$ cat config.mk
export PLATFORM = sky130hd
export DESIGN_NAME = multi_device_cu_flat
export DESIGN_NICKNAME = d
export VERILOG_FILES = /design/src/rtl/multi_device_cu_pkg.sv /design/src/rtl/multi_device_cu_if.sv /design/src/rtl/multi_device_cu_sense.sv /design/src/rtl/multi_device_cu.sv /design/src/flat_wrapper.sv
export SDC_FILE = /design/constraint.sdc
export NUM_CORES = 1
export LEC_CHECK = 0
export CORE_ASPECT_RATIO = 1.75
export CORE_MARGIN = 2
export CORE_UTILIZATION = 65
export CTS_CLUSTER_DIAMETER = 100
export CTS_CLUSTER_SIZE = 30
export DETAILED_ROUTE_END_ITERATION = 8
export DONT_BUFFER_PORTS = 1
export PLACE_DENSITY = 0.82
export SLEW_MARGIN = 20
export SYNTH_ARGS = -nofsm -noshare
export SYNTH_HDL_FRONTEND = slang
export SYNTH_HIERARCHICAL = 1
export SYNTH_SLANG_ARGS = --single-unit
$ cat constraint.sdc
create_clock -name clk -period 4.2 [get_ports clk]
set_clock_uncertainty 0.2 [all_clocks]
set_input_delay 1.26 -clock clk [delete_from_list [all_inputs] [get_ports clk]]
set_output_delay 1.26 -clock clk [all_outputs]
set_load 0.005 [all_outputs]
$ cat src/rtl/multi_device_cu_pkg.sv
// Bus-and-tag constants shared by the control unit: command codes, status bits, sense bits, FSM states.
// Pure definitions; no timing or flow control of its own.
package multi_device_cu_pkg;

  localparam logic [7:0] CMD_WRITE = 8'h01;
  localparam logic [7:0] CMD_READ  = 8'h02;
  localparam logic [7:0] CMD_NOP   = 8'h03;
  localparam logic [7:0] CMD_SENSE = 8'h04;

  localparam logic [7:0] ST_SM   = 8'h40;
  localparam logic [7:0] ST_BUSY = 8'h10;
  localparam logic [7:0] ST_CE   = 8'h08;
  localparam logic [7:0] ST_DE   = 8'h04;
  localparam logic [7:0] ST_UC   = 8'h02;

  localparam int SENSE_CR_BIT  = 7;
  localparam int SENSE_BOC_BIT = 5;

  typedef enum logic [2:0] {
    IDLE, PROPAGATE, ADDR_IN, CMD_WAIT, INIT_STATUS, DATA, END_STATUS, DISCONNECT
  } cu_state_e;

  function automatic logic odd_par(input logic [7:0] d);
    return ~^d;
  endfunction

endpackage

$ cat src/rtl/multi_device_cu_if.sv
// One bus-and-tag channel segment; master drives the out-lines, slave drives the in-lines.
// Wires only: no latency, handshake is the interlocked tag protocol.
interface multi_device_cu_if;
  logic [7:0] bus_out;
  logic       bus_out_parity;
  logic       operational_out, hold_out, select_out, address_out;
  logic       command_out, service_out, suppress_out;
  logic [7:0] bus_in;
  logic       bus_in_parity;
  logic       operational_in, request_in, select_in, address_in;
  logic       status_in, service_in;

  modport master (
    output bus_out, bus_out_parity, operational_out, hold_out, select_out,
           address_out, command_out, service_out, suppress_out,
    input  bus_in, bus_in_parity, operational_in, request_in, select_in,
           address_in, status_in, service_in
  );
  modport slave (
    input  bus_out, bus_out_parity, operational_out, hold_out, select_out,
           address_out, command_out, service_out, suppress_out,
    output bus_in, bus_in_parity, operational_in, request_in, select_in,
           address_in, status_in, service_in
  );
endinterface

$ cat src/rtl/multi_device_cu_sense.sv
// Per-device sense bits (command reject, bus-out check) with set/clear for the addressed device.
// Updates one cycle after the strobe; read port is combinational, no backpressure.
module cu_sense_regs
  import multi_device_cu_pkg::*;
#(
  parameter int NUM_DEVICES = 4,
  parameter int DEV_W       = 2
) (
  input  logic             clk,
  input  logic             reset_n,
  input  logic [DEV_W-1:0] dev_i,
  input  logic             set_cr_i,
  input  logic             set_boc_i,
  input  logic             clr_i,
  output logic [7:0]       sense_o
);
  logic [NUM_DEVICES-1:0] cr_q, cr_d, boc_q, boc_d;

  always_comb begin
    cr_d    = cr_q;
    boc_d   = boc_q;
    sense_o = '0;
    for (int i = 0; i < NUM_DEVICES; i++) begin
      if (dev_i == DEV_W'(i)) begin
        if (clr_i) begin
          cr_d[i]  = 1'b0;
          boc_d[i] = 1'b0;
        end
        if (set_cr_i)  cr_d[i]  = 1'b1;
        if (set_boc_i) boc_d[i] = 1'b1;
        sense_o[SENSE_CR_BIT]  = cr_q[i];
        sense_o[SENSE_BOC_BIT] = boc_q[i];
      end
    end
  end

  always_ff @(posedge clk or negedge reset_n) begin
    if (!reset_n) begin
      cr_q  <= '0;
      boc_q <= '0;
    end else begin
      cr_q  <= cr_d;
      boc_q <= boc_d;
    end
  end
endmodule

$ cat src/rtl/multi_device_cu.sv
// Bus-and-tag control unit serving NUM_DEVICES addresses, passing other selections downstream.
// Own in-tags move one cycle after the sampled out-tag; each tag waits for the channel's response to fall.
module multi_device_cu
  import multi_device_cu_pkg::*;
#(
  parameter logic [7:0] BASE_ADDRESS      = 8'h10,
  parameter int         NUM_DEVICES       = 4,
  parameter int         LIMIT_WIDTH       = 16,
  parameter bit         ENABLE_SHORT_BUSY = 1'b0
) (
  input  logic                               clk,
  input  logic                               reset_n,
  multi_device_cu_if.slave                   b,
  multi_device_cu_if.master                  a,
  input  logic [NUM_DEVICES-1:0]             mock_busy,
  input  logic [NUM_DEVICES*LIMIT_WIDTH-1:0] mock_limit,
  output logic [7:0]                         last_write_data,
  output logic [LIMIT_WIDTH-1:0]             xfer_count
);
  localparam int DEV_W = (NUM_DEVICES > 1) ? $clog2(NUM_DEVICES) : 1;

  cu_state_e               state_q, state_d;
  logic [DEV_W-1:0]        dev_q, dev_d;
  logic [7:0]              cmd_q, cmd_d, status_q, status_d, bus_in_q, bus_in_d;
  logic [7:0]              lwd_q, lwd_d, sense_byte, own_bus;
  logic                    err_q, err_d, op_in_q, op_in_d, addr_in_q, addr_in_d;
  logic                    status_in_q, status_in_d, service_in_q, service_in_d;
  logic [LIMIT_WIDTH-1:0]  xfer_q, xfer_d, dev_limit, data_limit;
  logic [8:0]              off;
  logic [DEV_W-1:0]        sel_dev;
  logic                    in_range, sel_busy, dev_busy, par_err, resp_low, resp_any;
  logic                    set_cr, set_boc, clr_sense;

  assign off      = {1'b0, b.bus_out} - {1'b0, BASE_ADDRESS};
  assign in_range = !off[8] && (off < 9'(NUM_DEVICES));
  assign sel_dev  = off[DEV_W-1:0];
  assign par_err  = ~^{b.bus_out_parity, b.bus_out};
  assign resp_low = !b.service_out && !b.command_out;
  assign resp_any = b.service_out || b.command_out;

  always_comb begin
    sel_busy  = 1'b0;
    dev_busy  = 1'b0;
    dev_limit = '0;
    for (int i = 0; i < NUM_DEVICES; i++) begin
      if (sel_dev == DEV_W'(i)) sel_busy = mock_busy[i];
      if (dev_q == DEV_W'(i)) begin
        dev_busy  = mock_busy[i];
        dev_limit = mock_limit[i*LIMIT_WIDTH +: LIMIT_WIDTH];
      end
    end
  end

  // SENSE always moves exactly one byte regardless of the device limit.
  assign data_limit = (cmd_q == CMD_SENSE) ? LIMIT_WIDTH'(1) : dev_limit;

  always_comb begin
    state_d      = state_q;
    dev_d        = dev_q;
    cmd_d        = cmd_q;
    status_d     = status_q;
    err_d        = err_q;
    op_in_d      = op_in_q;
    addr_in_d    = addr_in_q;
    status_in_d  = status_in_q;
    service_in_d = service_in_q;
    bus_in_d     = bus_in_q;
    xfer_d       = xfer_q;
    lwd_d        = lwd_q;
    set_cr       = 1'b0;
    set_boc      = 1'b0;
    clr_sense    = 1'b0;
    case (state_q)
      IDLE: if (b.operational_out && b.select_out && b.address_out) begin
        if (in_range) begin
          dev_d   = sel_dev;
          op_in_d = 1'b1;
          xfer_d  = '0;
          err_d   = 1'b0;
          if (ENABLE_SHORT_BUSY && sel_busy) begin
            status_d = ST_SM | ST_BUSY;
            state_d  = INIT_STATUS;
          end else begin
            addr_in_d = 1'b1;
            bus_in_d  = b.bus_out;
            state_d   = ADDR_IN;
          end
        end else begin
          state_d = PROPAGATE;
        end
      end
      PROPAGATE: if (!b.select_out) state_d = IDLE;
      ADDR_IN:   if (!b.address_out) state_d = CMD_WAIT;
      CMD_WAIT: if (b.command_out) begin
        cmd_d     = b.bus_out;
        addr_in_d = 1'b0;
        state_d   = INIT_STATUS;
        if (dev_busy) begin
          status_d = ST_BUSY;
        end else if (par_err) begin
          status_d = ST_CE | ST_DE | ST_UC;
          set_boc  = 1'b1;
        end else begin
          case (b.bus_out)
            CMD_READ, CMD_WRITE, CMD_SENSE: status_d = 8'h00;
            CMD_NOP: status_d = ST_CE | ST_DE;
            default: begin
              status_d = ST_CE | ST_DE | ST_UC;
              set_cr   = 1'b1;
            end
          endcase
        end
      end
      INIT_STATUS, END_STATUS: begin
        if (!status_in_q) begin
          if (resp_low) begin
            status_in_d = 1'b1;
            if (state_q == END_STATUS) bus_in_d = err_q ? (ST_CE | ST_DE | ST_UC) : (ST_CE | ST_DE);
            else                       bus_in_d = status_q;
          end
        end else if (resp_any) begin
          status_in_d = 1'b0;
          bus_in_d    = '0;
          state_d     = (state_q == INIT_STATUS && status_q == 8'h00) ? DATA : DISCONNECT;
        end
      end
      DATA: begin
        if (!service_in_q) begin
          if (xfer_q == data_limit) begin
            state_d = END_STATUS;
          end else if (resp_low) begin
            service_in_d = 1'b1;
            bus_in_d = (cmd_q == CMD_READ)  ? 8'(xfer_q) :
                       (cmd_q == CMD_SENSE) ? sense_byte : 8'h00;
          end
        end else if (b.service_out) begin
          service_in_d = 1'b0;
          xfer_d       = xfer_q + 1'b1;
          if (cmd_q == CMD_WRITE) begin
            lwd_d = b.bus_out;
            if (par_err) begin
              set_boc = 1'b1;
              err_d   = 1'b1;
            end
          end
          if (cmd_q == CMD_SENSE) clr_sense = 1'b1;
        end else if (b.command_out) begin
          service_in_d = 1'b0;
          state_d      = END_STATUS;
        end
      end
      DISCONNECT: if (resp_low) begin
        op_in_d  = 1'b0;
        bus_in_d = '0;
        state_d  = IDLE;
      end
      default: state_d = IDLE;
    endcase
    // Losing operational_out aborts everything but the sense bits.
    if (state_q != IDLE && !b.operational_out) begin
      op_in_d      = 1'b0;
      addr_in_d    = 1'b0;
      status_in_d  = 1'b0;
      service_in_d = 1'b0;
      bus_in_d     = '0;
      state_d      = IDLE;
    end
  end

  always_ff @(posedge clk or negedge reset_n) begin
    if (!reset_n) begin
      state_q      <= IDLE;
      dev_q        <= '0;
      cmd_q        <= '0;
      status_q     <= '0;
      err_q        <= 1'b0;
      op_in_q      <= 1'b0;
      addr_in_q    <= 1'b0;
      status_in_q  <= 1'b0;
      service_in_q <= 1'b0;
      bus_in_q     <= '0;
      xfer_q       <= '0;
      lwd_q        <= '0;
    end else begin
      state_q      <= state_d;
      dev_q        <= dev_d;
      cmd_q        <= cmd_d;
      status_q     <= status_d;
      err_q        <= err_d;
      op_in_q      <= op_in_d;
      addr_in_q    <= addr_in_d;
      status_in_q  <= status_in_d;
      service_in_q <= service_in_d;
      bus_in_q     <= bus_in_d;
      xfer_q       <= xfer_d;
      lwd_q        <= lwd_d;
    end
  end

  cu_sense_regs #(.NUM_DEVICES(NUM_DEVICES), .DEV_W(DEV_W)) u_sense (
    .clk(clk), .reset_n(reset_n), .dev_i(dev_q), .set_cr_i(set_cr),
    .set_boc_i(set_boc), .clr_i(clr_sense), .sense_o(sense_byte)
  );

  assign a.bus_out         = b.bus_out;
  assign a.bus_out_parity  = b.bus_out_parity;
  assign a.operational_out = b.operational_out;
  assign a.hold_out        = b.hold_out;
  assign a.select_out      = (state_q == PROPAGATE) && b.select_out;
  assign a.address_out     = b.address_out;
  assign a.command_out     = b.command_out;
  assign a.service_out     = b.service_out;
  assign a.suppress_out    = b.suppress_out;

  // The downstream CU owns the channel whenever this one is not connected.
  assign own_bus          = op_in_q ? bus_in_q : a.bus_in;
  assign b.bus_in         = own_bus;
  assign b.bus_in_parity  = odd_par(own_bus);
  assign b.operational_in = op_in_q ? 1'b1         : a.operational_in;
  assign b.request_in     = op_in_q ? 1'b0         : a.request_in;
  assign b.select_in      = op_in_q ? 1'b0         : a.select_in;
  assign b.address_in     = op_in_q ? addr_in_q    : a.address_in;
  assign b.status_in      = op_in_q ? status_in_q  : a.status_in;
  assign b.service_in     = op_in_q ? service_in_q : a.service_in;

  assign last_write_data = lwd_q;
  assign xfer_count      = xfer_q;
endmodule

$ cat src/flat_wrapper.sv
// flat-port wrapper written by rule: the top's interface ports become plain ports
module multi_device_cu_flat import multi_device_cu_pkg::*;
#(
  parameter logic [7:0] BASE_ADDRESS      = 8'h10,
  parameter int         NUM_DEVICES       = 4,
  parameter int         LIMIT_WIDTH       = 16,
  parameter bit         ENABLE_SHORT_BUSY = 1'b0
)
  (clk, reset_n, mock_busy, mock_limit, last_write_data, xfer_count, b_bus_out, b_bus_out_parity, b_operational_out, b_hold_out, b_select_out, b_address_out, b_command_out, b_service_out, b_suppress_out, b_bus_in, b_bus_in_parity, b_operational_in, b_request_in, b_select_in, b_address_in, b_status_in, b_service_in, a_bus_out, a_bus_out_parity, a_operational_out, a_hold_out, a_select_out, a_address_out, a_command_out, a_service_out, a_suppress_out, a_bus_in, a_bus_in_parity, a_operational_in, a_request_in, a_select_in, a_address_in, a_status_in, a_service_in);
  multi_device_cu_if b_i ();
  multi_device_cu_if a_i ();
  input  logic clk;
  input  logic reset_n;
  input  logic [NUM_DEVICES-1:0] mock_busy;
  input  logic [NUM_DEVICES*LIMIT_WIDTH-1:0] mock_limit;
  output logic [7:0] last_write_data;
  output logic [LIMIT_WIDTH-1:0] xfer_count;
  input wire logic [$bits(b_i.bus_out)-1:0] b_bus_out;
  input wire logic [$bits(b_i.bus_out_parity)-1:0] b_bus_out_parity;
  input wire logic [$bits(b_i.operational_out)-1:0] b_operational_out;
  input wire logic [$bits(b_i.hold_out)-1:0] b_hold_out;
  input wire logic [$bits(b_i.select_out)-1:0] b_select_out;
  input wire logic [$bits(b_i.address_out)-1:0] b_address_out;
  input wire logic [$bits(b_i.command_out)-1:0] b_command_out;
  input wire logic [$bits(b_i.service_out)-1:0] b_service_out;
  input wire logic [$bits(b_i.suppress_out)-1:0] b_suppress_out;
  output wire logic [$bits(b_i.bus_in)-1:0] b_bus_in;
  output wire logic [$bits(b_i.bus_in_parity)-1:0] b_bus_in_parity;
  output wire logic [$bits(b_i.operational_in)-1:0] b_operational_in;
  output wire logic [$bits(b_i.request_in)-1:0] b_request_in;
  output wire logic [$bits(b_i.select_in)-1:0] b_select_in;
  output wire logic [$bits(b_i.address_in)-1:0] b_address_in;
  output wire logic [$bits(b_i.status_in)-1:0] b_status_in;
  output wire logic [$bits(b_i.service_in)-1:0] b_service_in;
  output wire logic [$bits(a_i.bus_out)-1:0] a_bus_out;
  output wire logic [$bits(a_i.bus_out_parity)-1:0] a_bus_out_parity;
  output wire logic [$bits(a_i.operational_out)-1:0] a_operational_out;
  output wire logic [$bits(a_i.hold_out)-1:0] a_hold_out;
  output wire logic [$bits(a_i.select_out)-1:0] a_select_out;
  output wire logic [$bits(a_i.address_out)-1:0] a_address_out;
  output wire logic [$bits(a_i.command_out)-1:0] a_command_out;
  output wire logic [$bits(a_i.service_out)-1:0] a_service_out;
  output wire logic [$bits(a_i.suppress_out)-1:0] a_suppress_out;
  input wire logic [$bits(a_i.bus_in)-1:0] a_bus_in;
  input wire logic [$bits(a_i.bus_in_parity)-1:0] a_bus_in_parity;
  input wire logic [$bits(a_i.operational_in)-1:0] a_operational_in;
  input wire logic [$bits(a_i.request_in)-1:0] a_request_in;
  input wire logic [$bits(a_i.select_in)-1:0] a_select_in;
  input wire logic [$bits(a_i.address_in)-1:0] a_address_in;
  input wire logic [$bits(a_i.status_in)-1:0] a_status_in;
  input wire logic [$bits(a_i.service_in)-1:0] a_service_in;
  assign b_i.bus_out = b_bus_out;
  assign b_i.bus_out_parity = b_bus_out_parity;
  assign b_i.operational_out = b_operational_out;
  assign b_i.hold_out = b_hold_out;
  assign b_i.select_out = b_select_out;
  assign b_i.address_out = b_address_out;
  assign b_i.command_out = b_command_out;
  assign b_i.service_out = b_service_out;
  assign b_i.suppress_out = b_suppress_out;
  assign b_bus_in = b_i.bus_in;
  assign b_bus_in_parity = b_i.bus_in_parity;
  assign b_operational_in = b_i.operational_in;
  assign b_request_in = b_i.request_in;
  assign b_select_in = b_i.select_in;
  assign b_address_in = b_i.address_in;
  assign b_status_in = b_i.status_in;
  assign b_service_in = b_i.service_in;
  assign a_bus_out = a_i.bus_out;
  assign a_bus_out_parity = a_i.bus_out_parity;
  assign a_operational_out = a_i.operational_out;
  assign a_hold_out = a_i.hold_out;
  assign a_select_out = a_i.select_out;
  assign a_address_out = a_i.address_out;
  assign a_command_out = a_i.command_out;
  assign a_service_out = a_i.service_out;
  assign a_suppress_out = a_i.suppress_out;
  assign a_i.bus_in = a_bus_in;
  assign a_i.bus_in_parity = a_bus_in_parity;
  assign a_i.operational_in = a_operational_in;
  assign a_i.request_in = a_request_in;
  assign a_i.select_in = a_select_in;
  assign a_i.address_in = a_address_in;
  assign a_i.status_in = a_status_in;
  assign a_i.service_in = a_service_in;
  multi_device_cu #(.BASE_ADDRESS(BASE_ADDRESS), .NUM_DEVICES(NUM_DEVICES), .LIMIT_WIDTH(LIMIT_WIDTH), .ENABLE_SHORT_BUSY(ENABLE_SHORT_BUSY)) u_core (.clk(clk), .reset_n(reset_n), .b(b_i), .a(a_i), .mock_busy(mock_busy), .mock_limit(mock_limit), .last_write_data(last_write_data), .xfer_count(xfer_count));
endmodule
==> results of run 1 <==
[synth_stat cells, types with 10 or more instances]
master	instances	area (um^2)
ha_1	11	138
nor2_1	50	188
clkbuf_1	19	71.3
xnor2_1	13	114
nand2_1	34	128
a21oi_1	19	95.1
xor2_1	10	87.6
mux4_2	16	360
o21ai_0	31	155
buf_4	22	165
inv_1	16	60.1
nand3_1	16	80.1
nor2b_1	10	62.6
mux2_2	25	282
dfrtp_1	61	1530
[stage by stage]
stage / instance area (um^2) / instances / setup slack (ns)
2_1_floorplan: 4740 / 494 / 0.443
6_report: 4890 / 555 / 0.318
4_1_cts: 4890 / 555 / 0.304
3_3_place_gp: 4620 / 541 / 0.373
5_1_grt: 4890 / 555 / 0.265
3_5_place_dp: 4620 / 541 / 0.312
[cell families after synthesis]
logic type / after synthesis / synth area share (%)
DFF: 61 / 32.3
adders and majority gates: 11 / 2.92
other: 1 / 0.0795
and+or+nand+nor: 165 / 18.4
xor gates and xnor gates: 25 / 5.25
buffers and inverters: 66 / 7.79
muxes: 57 / 18.2
AOI/OAI and AO/OA: 103 / 15.1
[critical path, delay by kind of cell]
family | cells | cell delay [ns]
XOR/XNOR | 3 | 0.88
multiplexers | 1 | 0.28
[sequential cells by signal, summed over array words and instances (netlist names)]
signal,count
u_core/addr_in_q,1
u_core/bus_in_q,8
u_core/dev_q,2
u_core/status_q,3
u_core/u_sense/boc_q,4
u_core/last_write_data,8
u_core/u_sense/cr_q,4
u_core/err_q,1
u_core/state_q,3
u_core/xfer_count,16
u_core/cmd_q,8
u_core/service_in_q,1
u_core/status_in_q,1
u_core/op_in_q,1
[final cells by class]
type | instances | area (um^2)
Clock buffer | 12 | 256
Tap cell | 86 | 108
Inverter | 16 | 60.1
Timing Repair Buffer | 11 | 82.6
Sequential cell | 61 | 1530
Fill cell | 538 | 2240
Clock inverter | 2 | 10.0
Multi-Input combinational cell | 367 | 2840
[report_power, final]
group          switching (mW)  internal [mW]  total (mW)  leakage (nW)
clock network           0.252          0.422       0.674         0.134
logic                   0.356          0.332       0.687          1.06
registers              0.0978          0.687       0.784         0.829
total                   0.705           1.44        2.15          2.02
[worst paths after layout]
check,endpoint,slack (ns),startpoint,cells past startpoint
max in group asynchronous,u_core/last_write_data[0],3.28,reset_n,0
worst min register to register,u_core/u_sense/boc_q[3],0.29,u_core/u_sense/boc_q[3],1
worst max register to register,u_core/bus_in_q[2],0.72,u_core/dev_q[0],9
worst min-delay path,u_core/u_sense/boc_q[3],0.29,u_core/u_sense/boc_q[3],1
worst max-delay path,b_bus_in_parity,0.32,a_bus_in[2],4
min in group asynchronous,u_core/xfer_count[3],0.42,reset_n,0
[routing by layer]
| layer | up-vias | global-route usage (%) | routed length, um |
|---|---|---|---|
| li1 | 1724 | - | - |
| met1 | 1897 | 34.5 | 4130 |
| met2 | 195 | 56.2 | 6460 |
| met3 | 45 | 7.61 | 827 |
| met4 | 0 | 18.5 | 550 |
| met5 | - | 0 | 0 |
==> qor.csv, run 1 <==
metric;value;unit
max_stage_delay;0.41;ns
cts_resized;0;
start_util;66.2;%
crit_required;2.74;ns
layout_common_cells;dfrtp_1, nor2_1, nand2_1;
cts_setup_buffers;0;
core_area;7130;um^2
first_pass_iters;6;
async_reset_ff_share;100;%
drive_gt1_share;17.9;%
finalPower;2.15;mW
routed_wl;12000;um
drc;0;
relSlewSlack;44.0;%
worst_slew_pin_slew;0.832;ns
power_density;439;nW/um^2
grt_max_degree;62;
htree_levels;3;
syn_to_final_growth;3.55;%
cp-end-kind;output pin;
hold_buffers;0;
fmax;0.258;GHz
cts_inserted_buffers;9;
drv_slew;0;
yosysWarnings;6;
syn_inst;489;
grt_overflow;0;
grt_pass1_vias;3968;
status;completed;
std_cell_rows;41;
synth-seq-cells;61;
antenna_found_initial;0;
io_buffers;0;
avgSynthCellArea;9.65;um^2
numClockSinks;61;
start_kind;input pin;
vias;3861;
hold_viol_final;0;
crit_chain;mux2_2, xor2_1, xor3_1, xnor3_1;
crit_path_top_delay_cell;xnor3_1;
num_io_pins;156;
grt_use_total;32.3;%
setup_viol;0;
die_y;117;um
dpl.hpwl;8870;um
root_buffer;clkbuf_16;
viasPerCell;6.96;
cts_tree;yes;
ys_types;66;
antenna_left;0;
crit_fanout;2;
routedWlPerCell;21.6;um
first_iter_violations;369;
vdd_drop_max;0.000242;V
fin_nets;578;
rsz0062_at_grt;no;
cp.arrival;2.42;ns
finalCriticalPeriod;3.88;ns
hp-class;reg -> reg;
fp.dieW;68.4;um
yosysSeqAreaShare;32.3;%
clockBufferDepth;2;
routabilityCongestion;0.925;
drv_cap;0;
leakage;2.02;nW
synth_ff_type;dfrtp_1;
timing.final.crit_share;92.4;%
syn_area;4720;um^2
final_common_cell;dfrtp_1;
synth-edff-count;0;
tns;0;ns
final_util;68.5;%
critPathKind;in -> out;
die_area;7980;um^2
path_clk_slew;0.05;ns
grt_pass1_wl;19100;um
antenna_cells;0;
clk_latency;0.33;ns
hold_ws;0.290;ns
Note: power is estimated with default switching activity, not from simulation.
==> run 2: changes to the inputs <==
CELL_PAD_IN_SITES_DETAIL_PLACEMENT = 1   (was unset)
CELL_PAD_IN_SITES_GLOBAL_PLACEMENT = 2   (was unset)
CORE_UTILIZATION = 38   (was 65)
PLACE_DENSITY = unset   (was 0.82)
PLACE_DENSITY_LB_ADDON = 0.1   (was unset)
==> qor.csv, run 2 (synthesis results as in run 1) <==
metric;value;unit
io_buffers;0;
fin_nets;580;
crit_fanout;2;
setup_viol;0;
placedCellCount;622;
syn_to_final_growth;7.53;%
htree_levels;3;
timing.final.crit_share;91.9;%
start_kind;input pin;
dpl_cell_area;4730;um^2
layout_common_cells;dfrtp_1, nor2_1, nand2_1;
fmax;0.259;GHz
drv_slew;0;
grt_overflow;0;
status;completed;
std_cell_rows;53;
relSlewSlack;47.3;%
path_clk_slew;0.05;ns
antenna_left;0;
viasPerCell;5.92;
final-instance-count-excl-fill;638;
final_area;5070;um^2
hold_buffers;0;
final_util;42.0;%
first_iter_violations;95;
clk_latency;0.34;ns
hold_ws;0.290;ns
critPathKind;in -> out;
drc;0;
routabilityCongestion;0.827;
power_density;459;nW/um^2
root_buffer;clkbuf_16;
final.fill_count;1371;
final_common_cell;dfrtp_1;
grt_pass1_vias;4057;
cts_tree;yes;
hp-class;reg -> reg;
grt_pass1_wl;22000;um
cts_inserted_buffers;9;
grt_use_total;21.9;%
numClockSinks;61;
grt_max_degree;62;
die_area;13400;um^2
die_y;151;um
dpl.hpwl;10700;um
routedWlPerCell;21.9;um
cp.arrival;2.40;ns
num_io_pins;156;
antenna_found_initial;0;
core_area;12100;um^2
worst_slew_pin_slew;0.787;ns
vdd_drop_max;0.000197;V
drive_gt1_share;18.6;%
largest_register_ffs;16;
clockBufferDepth;2;
vias;3778;
tns;0;ns
finalCriticalPeriod;3.86;ns
fp.dieW;88.2;um
cts_resized;0;
cts_setup_buffers;0;
hold_viol_final;0;
leakage;2.06;nW
crit_required;2.74;ns
cp-end-kind;output pin;
drv_cap;0;
rsz0062_at_grt;no;
routed_wl;14000;um
antenna_cells;0;
start_util;39.1;%
first_pass_iters;4;
run 2: cell types whose count changed in the layout (fill, tap and decap cells not counted):
cell and delta:
buf_4 +2, clkinv_4 +1, bufinv_16 +3, clkinvlp_4 +1, clkinv_2 -1, clkbuf_8 -2
run 2: final cells by class:
class	count	area (um^2)	area share, %
clock inverter	6	111	2.19
sequential	61	1530	30.1
inverter	16	60.1	1.18
tap	165	206	4.07
timing repair buffer	13	97.6	1.92
clock buffer	10	229	4.51
multi-input combinational	367	2840	56.0
run 2: report_power, final:
part | leakage, nW | switching (mW) | internal (mW)
clock | 0.163 | 0.275 | 0.579
combinational | 1.07 | 0.359 | 0.332
sequential | 0.829 | 0.0987 | 0.686
total | 2.06 | 0.733 | 1.60
run 2: path summary, 6_finish.rpt:
kind / cells past startpoint / from / slack [ns] / endpoint
min in group asynchronous: 0 / reset_n / 0.42 / u_core/status_in_q
worst min-delay path: 1 / u_core/u_sense/boc_q[3] / 0.29 / u_core/u_sense/boc_q[3]
worst max register to register: 9 / u_core/dev_q[0] / 0.74 / u_core/state_q[0]
worst max-delay path: 4 / a_bus_in[2] / 0.34 / b_bus_in_parity
worst min register to register: 1 / u_core/u_sense/boc_q[3] / 0.29 / u_core/u_sense/boc_q[3]
max in group asynchronous: 0 / reset_n / 3.27 / u_core/xfer_count[6]
run 2: layer usage:
metal	share of wire (%)	track usage, %	vias up
li1	-	-	1725
met1	38	24.7	1899
met2	55	40.3	137
met3	5.7	4.20	17
met4	1.6	7.12	0
met5	0	0	-
run 2: through the flow:
step | setup slack, ns | total power, mW
after detailed placement | 0.284 | 1.49
final | 0.342 | 2.33
after global routing | 0.310 | 2.46
after floorplan | 0.443 | 1.33
after CTS | 0.313 | 2.36
after global placement | 0.311 | 1.47
run 2: worst max-delay path, cell delays in order:
cell,delay [ns]
mux2_2,0.28
xor2_1,0.19
xor3_1,0.27
xnor3_1,0.40
